### src/rtl/pipe_pkg.sv
// ---------------------------------------------------------------------------
// pipe_pkg
// Shared definitions for the decode-stage hazard logic of the 5-stage MIPS
// core. It holds the forwarding-select encodings, the "operand not used"
// Tuse value, and the shadow-pipeline slot record {A3, Tnew, rs, rt}.
// The slot field widths are fixed here. hazard_ctrl's TNEW_W/REG_AW
// parameters default to these widths and are expected to stay equal to them.
// ---------------------------------------------------------------------------
package pipe_pkg;

   localparam int SLOT_TNEW_W = 2;
   localparam int SLOT_AW     = 5;

   localparam logic [1:0] FWD_RF = 2'd0;
   localparam logic [1:0] FWD_E  = 2'd1;
   localparam logic [1:0] FWD_M  = 2'd2;
   localparam logic [1:0] FWD_W  = 2'd3;

   localparam logic [SLOT_TNEW_W-1:0] TUSE_NONE = 2'd3;

   typedef struct packed {
      logic [SLOT_AW-1:0]     a3;
      logic [SLOT_TNEW_W-1:0] tnew;
      logic [SLOT_AW-1:0]     rs;
      logic [SLOT_AW-1:0]     rt;
   } slot_t;

   // A source register matches a slot only when it is a real register.
   // $0 never matches, so writes to $0 are never forwarded or waited on.
   function automatic logic reg_hit(input logic [SLOT_AW-1:0] a3,
                                    input logic [SLOT_AW-1:0] r);
      return (r != '0) && (a3 == r);
   endfunction

endpackage

### src/rtl/hazard_slot.sv
// ---------------------------------------------------------------------------
// hazard_slot
// One registered stage of the shadow pipeline (used for E, M and W).
// Ports:
//   clk, reset  - core clock; synchronous active-high reset clears the slot
//   d           - incoming slot record from the previous stage
//   load        - capture the incoming record (otherwise hold)
//   bubble      - capture an all-zero bubble instead of d
//   dec_tnew    - decrement the incoming Tnew, saturating at 0
//   clr_tnew    - force the incoming Tnew to 0
//   q           - current slot contents
// ---------------------------------------------------------------------------
module hazard_slot
   import pipe_pkg::*;
(
   input  logic  clk,
   input  logic  reset,
   input  slot_t d,
   input  logic  load,
   input  logic  bubble,
   input  logic  dec_tnew,
   input  logic  clr_tnew,
   output slot_t q
);

   slot_t nxt;

   // Build the record this slot will hold after the edge. A bubble overrides
   // everything. Otherwise the Tnew of the incoming record is aged: it is
   // either cleared, or counted down by one without going below zero.
   always_comb begin
      nxt = d;
      if (clr_tnew) begin
         nxt.tnew = '0;
      end else if (dec_tnew && (d.tnew != '0)) begin
         nxt.tnew = d.tnew - SLOT_TNEW_W'(1);
      end
      if (bubble) begin
         nxt = '0;
      end
   end

   // The slot register. Reset empties it (A3 = 0 means "no write").
   always_ff @(posedge clk) begin
      if (reset) begin
         q <= '0;
      end else if (load) begin
         q <= nxt;
      end
   end

endmodule

### src/rtl/hazard_ctrl.sv
// ---------------------------------------------------------------------------
// hazard_ctrl
// Decode-stage hazard unit. It keeps a shadow pipeline of {A3, Tnew, rs, rt}
// for E, M and W and compares it with the D-stage instruction. From that it
// raises a stall (which also bubbles E) and forwarding selects.
// Ports:
//   clk, reset              - core clock; synchronous active-high reset
//   Tuse_rs_D, Tuse_rt_D    - cycles until D needs rs/rt (3 = not used)
//   rs_D, rt_D              - D-stage source registers
//   A3_D, Tnew_D            - D-stage destination and result latency
//   stall                   - freeze PC and F/D this cycle
//   fwd_rs_D, fwd_rt_D      - D operand source: 0 RF, 1 E, 2 M, 3 W
//   fwd_rs_E, fwd_rt_E      - E operand source: 0 RF, 2 M, 3 W
//   stall_cnt               - stall-cycle counter, only with HAZARD_STATS_EN
// Optional feature macro: HAZARD_STATS_EN
// ---------------------------------------------------------------------------
module hazard_ctrl
   import pipe_pkg::*;
#(
   parameter int TNEW_W = SLOT_TNEW_W,
   parameter int REG_AW = SLOT_AW
) (
   input  logic              clk,
   input  logic              reset,
   input  logic [TNEW_W-1:0] Tuse_rs_D,
   input  logic [TNEW_W-1:0] Tuse_rt_D,
   input  logic [REG_AW-1:0] rs_D,
   input  logic [REG_AW-1:0] rt_D,
   input  logic [REG_AW-1:0] A3_D,
   input  logic [TNEW_W-1:0] Tnew_D,
   output logic              stall,
   output logic [1:0]        fwd_rs_D,
   output logic [1:0]        fwd_rt_D,
   output logic [1:0]        fwd_rs_E,
   output logic [1:0]        fwd_rt_E
`ifdef HAZARD_STATS_EN
   ,
   output logic [31:0]       stall_cnt
`endif
);

   slot_t d_slot;
   slot_t slot_e;
   slot_t slot_m;
   slot_t slot_w;

   // An operand stalls when a producer in E or M will not have its result
   // ready by the time D needs it. Tuse = 3 means the operand is unused.
   function automatic logic src_stall(input logic [SLOT_TNEW_W-1:0] tuse,
                                      input logic [SLOT_AW-1:0] r,
                                      input slot_t e, input slot_t m);
      return (tuse != TUSE_NONE) &&
             ((reg_hit(e.a3, r) && (tuse < e.tnew)) ||
              (reg_hit(m.a3, r) && (tuse < m.tnew)));
   endfunction

   // D-operand select, nearest ready producer first. A hit whose result is
   // not ready yet selects nothing at that level; the stall covers it.
   function automatic logic [1:0] fwd_d(input logic [SLOT_AW-1:0] r,
                                        input slot_t e, input slot_t m,
                                        input slot_t w);
      if (reg_hit(e.a3, r) && (e.tnew == '0)) return FWD_E;
      if (reg_hit(m.a3, r) && (m.tnew == '0)) return FWD_M;
      if (reg_hit(w.a3, r))                   return FWD_W;
      return FWD_RF;
   endfunction

   // E-operand select. Only M and W can supply a value to the ALU.
   function automatic logic [1:0] fwd_e(input logic [SLOT_AW-1:0] r,
                                        input slot_t m, input slot_t w);
      if (reg_hit(m.a3, r) && (m.tnew == '0)) return FWD_M;
      if (reg_hit(w.a3, r))                   return FWD_W;
      return FWD_RF;
   endfunction

   // Pack the D-stage instruction into a slot record for the E stage.
   always_comb begin
      d_slot      = '0;
      d_slot.a3   = A3_D;
      d_slot.tnew = Tnew_D;
      d_slot.rs   = rs_D;
      d_slot.rt   = rt_D;
   end

   // E takes the D instruction, or a bubble while D is frozen by a stall.
   hazard_slot u_slot_e (
      .clk      (clk),
      .reset    (reset),
      .d        (d_slot),
      .load     (1'b1),
      .bubble   (stall),
      .dec_tnew (1'b0),
      .clr_tnew (1'b0),
      .q        (slot_e)
   );

   // M takes E with its result one cycle closer to ready.
   hazard_slot u_slot_m (
      .clk      (clk),
      .reset    (reset),
      .d        (slot_e),
      .load     (1'b1),
      .bubble   (1'b0),
      .dec_tnew (1'b1),
      .clr_tnew (1'b0),
      .q        (slot_m)
   );

   // W takes M. Every result has been produced by the time it reaches W.
   hazard_slot u_slot_w (
      .clk      (clk),
      .reset    (reset),
      .d        (slot_m),
      .load     (1'b1),
      .bubble   (1'b0),
      .dec_tnew (1'b0),
      .clr_tnew (1'b1),
      .q        (slot_w)
   );

   // All hazard outputs are combinational from the slots and the D inputs.
   always_comb begin
      stall    = src_stall(Tuse_rs_D, rs_D, slot_e, slot_m) ||
                 src_stall(Tuse_rt_D, rt_D, slot_e, slot_m);
      fwd_rs_D = fwd_d(rs_D, slot_e, slot_m, slot_w);
      fwd_rt_D = fwd_d(rt_D, slot_e, slot_m, slot_w);
      fwd_rs_E = fwd_e(slot_e.rs, slot_m, slot_w);
      fwd_rt_E = fwd_e(slot_e.rt, slot_m, slot_w);
   end

`ifdef HAZARD_STATS_EN
   // Count every cycle spent stalled. Reset takes priority over counting,
   // and the counter wraps naturally at 32 bits.
   always_ff @(posedge clk) begin
      if (reset) begin
         stall_cnt <= '0;
      end else if (stall) begin
         stall_cnt <= stall_cnt + 32'd1;
      end
   end
`endif

endmodule
### config.mk
export PLATFORM = sky130hd
export DESIGN_NAME = hazard_ctrl
export DESIGN_NICKNAME = d
export VERILOG_FILES = /design/src/rtl/pipe_pkg.sv /design/src/rtl/hazard_slot.sv /design/src/rtl/hazard_ctrl.sv
export SDC_FILE = /design/constraint.sdc
export NUM_CORES = 1
export LEC_CHECK = 0
export ABC_AREA = 1
export CAP_MARGIN = 20
export CORE_MARGIN = 10
export CORE_UTILIZATION = 43
export DETAILED_ROUTE_END_ITERATION = 16
export GPL_TIMING_DRIVEN = 0
export PLACE_DENSITY_LB_ADDON = 0.3
export SLEW_MARGIN = 20
export SYNTH_ARGS = -nofsm -noshare
export SYNTH_HDL_FRONTEND = slang
export SYNTH_SLANG_ARGS = --single-unit
### constraint.sdc
create_clock -name clk -period 2.5 [get_ports clk]
set_input_delay 0.625 -clock clk [delete_from_list [all_inputs] [get_ports clk]]
set_output_delay 0.625 -clock clk [all_outputs]
set_load 0.02 [all_outputs]
==> results of run 1 <==
## metal layers
metal  part of all wire (%)  vias up  wire length (um)
met5                      0        -                 0
li1                       -      850                 -
met4                    1.2        0                55
met1                     46      719              2010
met3                    4.8        4               212
met2                     48       26              2130
## power breakdown
| part | internal (mW) | leakage (nW) | switching, mW |
|---|---|---|---|
| clock network | 0.218 | 0.0443 | 0.161 |
| registers | 0.487 | 0.240 | 0.0254 |
| logic | 0.129 | 0.788 | 0.156 |
| total | 0.833 | 1.07 | 0.342 |
## sequential cells by signal, indices dropped and copies added, names as in the netlist
| signal | count |
|---|---|
| u_slot_e.q | 17 |
| u_slot_m.q | 7 |
| u_slot_w.q | 5 |
## worst paths after layout
| path | slack, ns | startpoint | depth (start not counted) | end |
|---|---|---|---|---|
| max | 0.07 | Tuse_rt_D[1] | 8 | stall |
| min | 0.44 | u_slot_e.q[11] | 2 | u_slot_m.q[11] |
| max reg2reg | 0.88 | u_slot_m.q[11] | 9 | u_slot_e.q[1] |
| min reg2reg | 0.44 | u_slot_e.q[11] | 2 | u_slot_m.q[11] |
## kinds of logic (layout without fill, tap and decap cells)
| family | count (synthesis) | in the layout |
|---|---|---|
| simple gates | 121 | 121 |
| compound gates | 13 | 13 |
| flops | 29 | 29 |
| fa+ha+maj | 4 | 4 |
| buf+inv | 48 | 88 |
| xor+xnor | 38 | 38 |
## worst reg2reg max path, cell delays in order (launching register included)
cell and delay, ns:
dfxtp_1 0.34, inv_1 0.09, ha_1 0.32, a21oi_2 0.15
nand3_2 0.08, nand2_2 0.09, nand2_2 0.07, nand3_4 0.16
buf_12 0.19, nor2_2 0.04
## cell type report
cell class | count | area (sq um)
fillers | 425 | 1950
multi-input cells | 176 | 1140
flip-flops and latches | 29 | 582
repair buffers | 33 | 255
inverters | 42 | 158
clock buffers | 7 | 86.3
well taps | 52 | 65.1
plain buffers | 6 | 53.8
## synthesized netlist by cell type, types with 2 or more instances
| library cell | count | area (sq um) |
|---|---|---|
| or2_2 | 2 | 12.5 |
| nor2_2 | 9 | 56.3 |
| ha_1 | 4 | 50.1 |
| inv_1 | 35 | 131 |
| o21ai_0 | 2 | 10.0 |
| inv_2 | 6 | 22.5 |
| clkbuf_1 | 3 | 11.3 |
| nand3_1 | 6 | 30.0 |
| nor2_1 | 29 | 109 |
| xor2_1 | 9 | 78.8 |
| nor3_1 | 6 | 30.0 |
| nand2_1 | 44 | 165 |
| nand3_2 | 5 | 50.1 |
| o211ai_1 | 3 | 22.5 |
| nor2_4 | 6 | 67.6 |
| nand2_2 | 4 | 25.0 |
| buf_6 | 2 | 22.5 |
| a21oi_1 | 5 | 25.0 |
| nand4_1 | 5 | 31.3 |
| dfxtp_1 | 29 | 581 |
| xnor2_1 | 29 | 254 |
## timing repair
action                     CTS  global route
resized for setup           50            30
setup endpoints to repair    9             8
hold buffers                 0             0
pin swaps                    4             4
buffers inserted             1             1
## per-stage QoR
| step | cell area [sq um] | cells | total power [mW] | hold slack (ns) | setup TNS [ns] |
|---|---|---|---|---|---|
| 2_1_floorplan | 1890 | 253 | 0.704 | 0.423 | 0 |
| 3_3_place_gp | 2260 | 336 | 0.809 | 0.430 | -3.32 |
| 6_report | 2340 | 345 | 1.18 | 0.444 | 0 |
| 5_1_grt | 2340 | 345 | 1.25 | 0.482 | 0 |
| 4_1_cts | 2350 | 344 | 1.19 | 0.448 | 0 |
| 3_5_place_dp | 2260 | 336 | 0.814 | 0.440 | -3.40 |
==> results.json, run 1 <==
{
  "cp_cell_sequence": "dlygate4sd2_1 > ha_1 > a21oi_2 > nand3_2 > nand2_2 > nand2_4 > nand2_1 > buf_4",
  "ios": 32,
  "ys_seq_elements": 29,
  "p_per_area_nw_per_um2": 501,
  "max_cap_viol_count": 0,
  "synthMuxAreaShare_pct": 0,
  "overflow": 0,
  "yosys.area_share.adder_pct": 2.65,
  "place_congestion": 0.850,
  "synthXorXnorAreaFrac_pct": 17.7,
  "syn-num-nets": 280,
  "worst_skew_pair.late_latency_ns": 0.28,
  "fin_crit_sh_pct": 97.2,
  "hold_class": "reg2reg",
  "yosys_most_used_dff": "dfxtp_1",
  "firstDrtPassIters": 4,
  "synth-edff-count": 0,
  "vias_per_cell": 4.63,
  "grt_pass1_vias": 1653,
  "min_period_ns": 2.43,
  "power.ir.vdd_worst_mv": 0.292,
  "final_cell_mix": "44 x nand2_1, 31 x inv_1, 29 x xnor2_1",
  "dieHeight_um": 86.2,
  "netlist_instances": 253,
  "cts_sinks": 29,
  "via_count": 1599,
  "clk_pin_slew_ns": 0.05,
  "cp.required_ns": 1.88,
  "numCtsBuffers": 5,
  "fmax_mhz": 412,
  "synthArstFlopShare_pct": 0,
  "worstPathArrival_ns": 1.80,
  "synth_top_family_by_area": "simple AND/OR/NAND/NOR gates",
  "cp-end-kind": "primary output",
  "final_core_util_pct": 54.6,
  "status": "finished clean",
  "grt.met2_usage_pct": 21.6,
  "drtIter0Drc": 68,
  "hold_viol": 0,
  "tightest_slew_ns": 0.531,
  "grt_max_degree": 11,
  "setup_violations": 0,
  "cts-root-buf": "clkbuf_8",
  "crit_fanout": 3,
  "max_slew_margin_pct": 64.6,
  "final_common_cell": "nand2_1",
  "use_met3_pct": 3.94,
  "clock_path_buffers": 2,
  "drive_above_1_share_pct": 26.3,
  "route.detailed.wl_per_inst_um": 12.8,
  "h-tree-depth": 2,
  "start_kind": "primary input",
  "synth_cell_types": 31,
  "grt_usage_pct": 13.0,
  "drc": 0,
  "dpl.hpwl_mm": 3.55,
  "initial_core_util_pct": 43.9,
  "postRouteAntennaNets": 0,
  "diodes": 0,
  "portBuffers": 31,
  "finClkSkew_ns": 0.00458,
  "rsz0062_at_grt": "false",
  "critPathTopFamily": "buffers and inverters",
  "setup_ws_ns": 0.0704,
  "synth_compound_area_share_pct": 4.25,
  "dp_slack_ns": -0.723,
  "die_w_um": 86.2,
  "area_growth_pct": 24.4,
  "coreArea_sq_um": 4290,
  "fin_nets": 320,
  "critPathMaxStageDelay_ns": 0.31,
  "use_met1_pct": 15.1,
  "ys_seq_area_share_pct": 30.8,
  "antenna_found_initial": 0,
  "synth_area_sq_um": 1890,
  "dieArea_sq_um": 7430,
  "crit_slowest_cell": "ha_1",
  "worst-setup-path-type": "in2out",
  "leakagePower_nw": 1.07,
  "maxSlewViolCount": 0,
  "avgSynthCellArea_sq_um": 7.45,
  "synthSimpleGateAreaFrac_pct": 33.4,
  "tritoncts": "done",
  "fp-row-count": 24,
  "grt-busiest-layer": "met2",
  "wl_mm": 4.41,
  "path_buf_inv": 2,
  "grt_pass1_wl_mm": 7.65,
  "ys_warn_count": 0
}
No activity file was read; power rests on OpenSTA's default activity.
==> inputs of run 2 (changes only) <==
CORE_MARGIN = default   (was 10)
clock period = 2.4 ns   (was 2.5 ns; I/O delays follow)
==> results.json, run 2 (synthesis results as in run 1) <==
{
  "status": "finished clean",
  "ios": 32,
  "maxSlewViolCount": 0,
  "antenna_found_initial": 0,
  "diodes": 0,
  "grt_max_degree": 11,
  "cp_cell_sequence": "dlygate4sd2_1 > ha_1 > a21oi_2 > nand3_2 > nand2_2 > nand2_4 > nand2_2 > buf_6",
  "fmax_mhz": 429,
  "setup_violations": 0,
  "fin_nets": 317,
  "tritoncts": "done",
  "p_total_mw": 1.22,
  "max_slew_margin_pct": 60.1,
  "cp.required_ns": 1.80,
  "comb_power_share_pct": 23.7,
  "largest_reg_flops": 17,
  "critPathMostFrequentCell": "nand2_2",
  "min_path_cells": 2,
  "vias_per_cell": 4.71,
  "p_clk_share_pct": 32.4,
  "sw_frac_of_total_pct": 29.3,
  "postRouteAntennaNets": 0,
  "portBuffers": 31,
  "fp-row-count": 23,
  "hp-start": "u_slot_e.q[11]",
  "worst_skew_pair.late_latency_ns": 0.28,
  "dieHeight_um": 68.2,
  "r2r_end": "u_slot_e.q[4]",
  "place_congestion": 0.917,
  "drc": 0,
  "power.ir.vdd_worst_mv": 0.319,
  "tightest_slew_ns": 0.598,
  "hold_viol": 0,
  "max_cap_viol_count": 0,
  "dp_slack_ns": -0.743,
  "reg2reg_depth": 9,
  "dpl.hpwl_mm": 3.35,
  "die_w_um": 68.2,
  "p_int_mw": 0.865,
  "grt_usage_pct": 21.4,
  "grt_pass1_vias": 1513,
  "drive_above_1_share_pct": 26.2,
  "cts-root-buf": "clkbuf_8",
  "p_per_area_nw_per_um2": 525,
  "setup_ws_ns": 0.0692,
  "worst-setup-path-type": "in2out",
  "cts_sinks": 29,
  "clock_path_buffers": 2,
  "initial_core_util_pct": 45.8,
  "start_kind": "primary input",
  "drtIter0Drc": 48,
  "rr_startpoint": "u_slot_e.q[11]",
  "final_core_util_pct": 56.6,
  "r2r_slack_ns": 0.77,
  "clk_pin_slew_ns": 0.06,
  "overflow": 0,
  "grt_pass1_wl_mm": 7.08,
  "route.detailed.wl_per_inst_um": 12.5,
  "h-tree-depth": 2,
  "coreArea_sq_um": 4120,
  "worstPathArrival_ns": 1.73,
  "largest_register": "u_slot_e.q",
  "p_sw_mw": 0.358,
  "fin_crit_sh_pct": 97.1,
  "firstDrtPassIters": 4,
  "crit_slowest_cell": "ha_1",
  "holdPathEnd": "u_slot_m.q[11]",
  "via_count": 1602,
  "cp-end-kind": "primary output",
  "wl_mm": 4.24,
  "fillers": 399,
  "fin_tns_setup_ns": 0,
  "dieArea_sq_um": 4650,
  "reg_top3": "u_slot_e.q (17), u_slot_m.q (7), u_slot_w.q (5)",
  "hold_buffers": 0,
  "area_growth_pct": 23.5,
  "finClkSkew_ns": 0.00447,
  "p_seq_share_pct": 43.9,
  "final_common_cell": "nand2_1",
  "hold_class": "reg2reg",
  "rsz0062_at_grt": "false",
  "min_period_ns": 2.33,
  "critPathMaxStageDelay_ns": 0.29,
  "leakagePower_nw": 1.09,
  "numCtsBuffers": 5,
  "final_cell_mix": "43 x nand2_1, 31 x inv_1, 29 x xnor2_1",
  "crit_fanout": 3
}
[run 2: cell types whose count changed in the layout (fill, tap and decap cells not counted), moves of 2 or more]
cell and change:
nor2_2 +3, clkdlybuf4s50_1 -2, dlymetal6s2s_1 +2, clkbuf_1 -2, buf_4 -2, nor2_4 -2
[run 2: how the worst max path moves through the flow]
stage	from	endpoint	slack, ns	cells after the start
2_1_floorplan	Tuse_rs_D[1]	stall	0.39	6
3_3_place_gp	rs_D[0]	fwd_rs_D[1]	-0.72	9
3_5_place_dp	rs_D[1]	fwd_rs_D[1]	-0.74	9
4_1_cts	rs_D[3]	stall	0.005	11
5_1_grt	u_slot_m.q[15]	fwd_rt_E[0]	0.00004	6
6_report	Tuse_rt_D[1]	stall	0.07	8
[run 2: power by group through the flow]
stage | logic, mW | registers [mW] | clock network (mW)
floorplan | 0.197 | 0.537 | 0
detailed placement | 0.301 | 0.545 | 0
CTS | 0.291 | 0.535 | 0.408
global route | 0.323 | 0.540 | 0.432
finish | 0.290 | 0.537 | 0.396
global placement | 0.296 | 0.544 | 0
[run 2: area by class of cell]
cell class                      instances  area (sq um)  share of cell area (%)
Sequential cell                        29           583                    25.0
Inverter                               42           158                    6.77
Timing Repair Buffer                   32           255                    11.0
Tap cell                               50          62.6                    2.69
Clock buffer                            7          86.3                    3.71
Multi-Input combinational cell        176          1140                    48.8
Buffer                                  4          46.3                    1.99
[run 2: repair_timing]
action                                 4_1_cts  5_1_grt
pin swaps                                    1       14
resized for setup                           51       33
setup endpoints to repair                    9        7
endpoints found under the hold margin        0        0
setup buffers                                0        1
[run 2: stage by stage]
step	area, sq um	cells	hold slack [ns]
CTS	2330	341	0.451
finish	2330	340	0.449
global route	2330	340	0.501
detailed placement	2260	334	0.443
floorplan	1890	253	0.423
global placement	2260	334	0.435
[run 2: critical path: cells and delay by family]
family                     cells  cell delay, ns
and+or+nand+nor                4            0.32
buffers and inverters          2            0.37
AOI/OAI and AO/OA              1            0.15
adders and majority gates      1            0.29
[run 2: per-layer routing]
metal | routed length, um | track usage (%) | share of wire [%] | up-vias
met3 | 185 | 5.67 | 4.4 | 10
met2 | 2000 | 33.1 | 47 | 37
li1 | - | - | - | 845
met1 | 1940 | 27.6 | 46 | 710
met5 | 0 | 0 | 0 | -
met4 | 113 | 9.38 | 2.7 | 0
==> inputs of run 3 (changes only) <==
CORE_ASPECT_RATIO = 1.2   (was default)
PLACE_DENSITY_LB_ADDON = 0.08   (was 0.3)
==> results.json, run 3 (synthesis results as in run 1) <==
{
  "fmax_mhz": 426,
  "area_growth_pct": 23.9,
  "wl_mm": 4.24,
  "max_cap_viol_count": 0,
  "grt_max_degree": 11,
  "tightest_slew_ns": 0.560,
  "clock_path_buffers": 2,
  "drtIter0Drc": 47,
  "fin_tns_setup_ns": 0,
  "drive_above_1_share_pct": 27.7,
  "cp-end-kind": "primary output",
  "tritoncts": "done",
  "grt_pass1_vias": 1524,
  "overflow": 0,
  "status": "finished clean",
  "reg_top3": "u_slot_e.q (17), u_slot_m.q (7), u_slot_w.q (5)",
  "dpl.hpwl_mm": 3.35,
  "place_congestion": 0.828,
  "setup_ws_ns": 0.0549,
  "initial_core_util_pct": 44.6,
  "power.ir.vdd_worst_mv": 0.299,
  "clk_pin_slew_ns": 0.05,
  "h-tree-depth": 2,
  "max_slew_margin_pct": 62.7,
  "cp_cell_sequence": "dlygate4sd2_1 > ha_1 > a21oi_2 > nand3_2 > nand2_2 > nand2_4 > nand2_1 > buf_6",
  "p_per_area_nw_per_um2": 510,
  "fin_nets": 320,
  "dieHeight_um": 74.5,
  "leakagePower_nw": 1.09,
  "largest_register": "u_slot_e.q",
  "worstPathArrival_ns": 1.75,
  "vias_per_cell": 4.70,
  "start_kind": "primary input",
  "min_period_ns": 2.35,
  "worst-setup-path-type": "in2out",
  "grt_pass1_wl_mm": 7.11,
  "drc": 0,
  "grt_usage_pct": 20.6,
  "cts-root-buf": "clkbuf_8",
  "final_common_cell": "nand2_1",
  "numCtsBuffers": 5,
  "route.detailed.wl_per_inst_um": 12.2,
  "critPathMaxStageDelay_ns": 0.31,
  "dp_slack_ns": -0.709,
  "fp-row-count": 26,
  "hold_viol": 0,
  "portBuffers": 31,
  "maxSlewViolCount": 0,
  "ios": 32,
  "fin_crit_sh_pct": 97.7,
  "coreArea_sq_um": 4230,
  "worst_skew_pair.late_latency_ns": 0.28,
  "dieArea_sq_um": 4660,
  "fillers": 433,
  "firstDrtPassIters": 4,
  "finClkSkew_ns": 0.00484,
  "postRouteAntennaNets": 0,
  "final_cell_mix": "43 x nand2_1, 28 x inv_1, 28 x xnor2_1",
  "cp.required_ns": 1.80,
  "diodes": 0,
  "die_w_um": 62.5,
  "setup_violations": 0,
  "hold_class": "reg2reg",
  "cts_sinks": 29,
  "crit_fanout": 3,
  "largest_reg_flops": 17,
  "via_count": 1634,
  "antenna_found_initial": 0,
  "crit_slowest_cell": "ha_1"
}
## run 3: final cells by class
class	count	area (sq um)	share of cell area, %
well taps	56	70.1	3.00
flip-flops and latches	29	586	25.1
inverters	42	158	6.75
clock buffers	5	68.8	2.95
clock inverters	1	5.00	0.214
plain buffers	6	53.8	2.30
multi-input cells	176	1130	48.5
repair buffers	33	262	11.2
## run 3: metrics by stage
step | cells | hold slack, ns | instance area (sq um) | total power, mW | utilization [%]
after floorplan | 253 | 0.423 | 1890 | 0.733 | -
after global placement | 340 | 0.436 | 2270 | 0.845 | 53.6
after detailed placement | 340 | 0.443 | 2270 | 0.847 | 53.6
after CTS | 347 | 0.451 | 2330 | 1.20 | 55.2
after global routing | 348 | 0.480 | 2340 | 1.26 | 55.2
final | 348 | 0.450 | 2340 | 1.19 | 55.2
## run 3: layer usage
layer,vias to the layer above,GRT usage (%),share of wire (%)
met4,0,8.01,2.0
met1,744,24.3,45
met3,8,3.68,3.8
met5,-,0,0
li1,852,-,-
met2,30,37.2,49
## run 3: power breakdown
group / total, mW / switching [mW] / leakage [nW] / internal, mW
Sequential: 0.534 / 0.0275 / 0.241 / 0.506
Combinational: 0.294 / 0.161 / 0.808 / 0.133
Clock: 0.363 / 0.173 / 0.0399 / 0.190
Total: 1.19 / 0.362 / 1.09 / 0.829
## run 3: worst max-delay path: cells and delay by family
kind	cells	cell delay, ns
buf+inv	2	0.37
simple gates	4	0.32
fa+ha+maj	1	0.31
compound gates	1	0.15
## run 3: path summary, 6_finish.rpt
path	depth (start not counted)	from	slack (ns)	endpoint
worst min-delay path	2	u_slot_e.q[11]	0.45	u_slot_m.q[11]
worst max register to register	9	u_slot_m.q[11]	0.77	u_slot_e.q[2]
worst max-delay path	8	Tuse_rt_D[1]	0.05	stall
worst min register to register	2	u_slot_e.q[11]	0.45	u_slot_m.q[11]
## run 3: repair_timing
item,in CTS,in global routing
hold buffers,0,0
pin swaps,2,8
setup endpoints to repair,9,9
gates resized for setup,49,38
buffers inserted,1,1
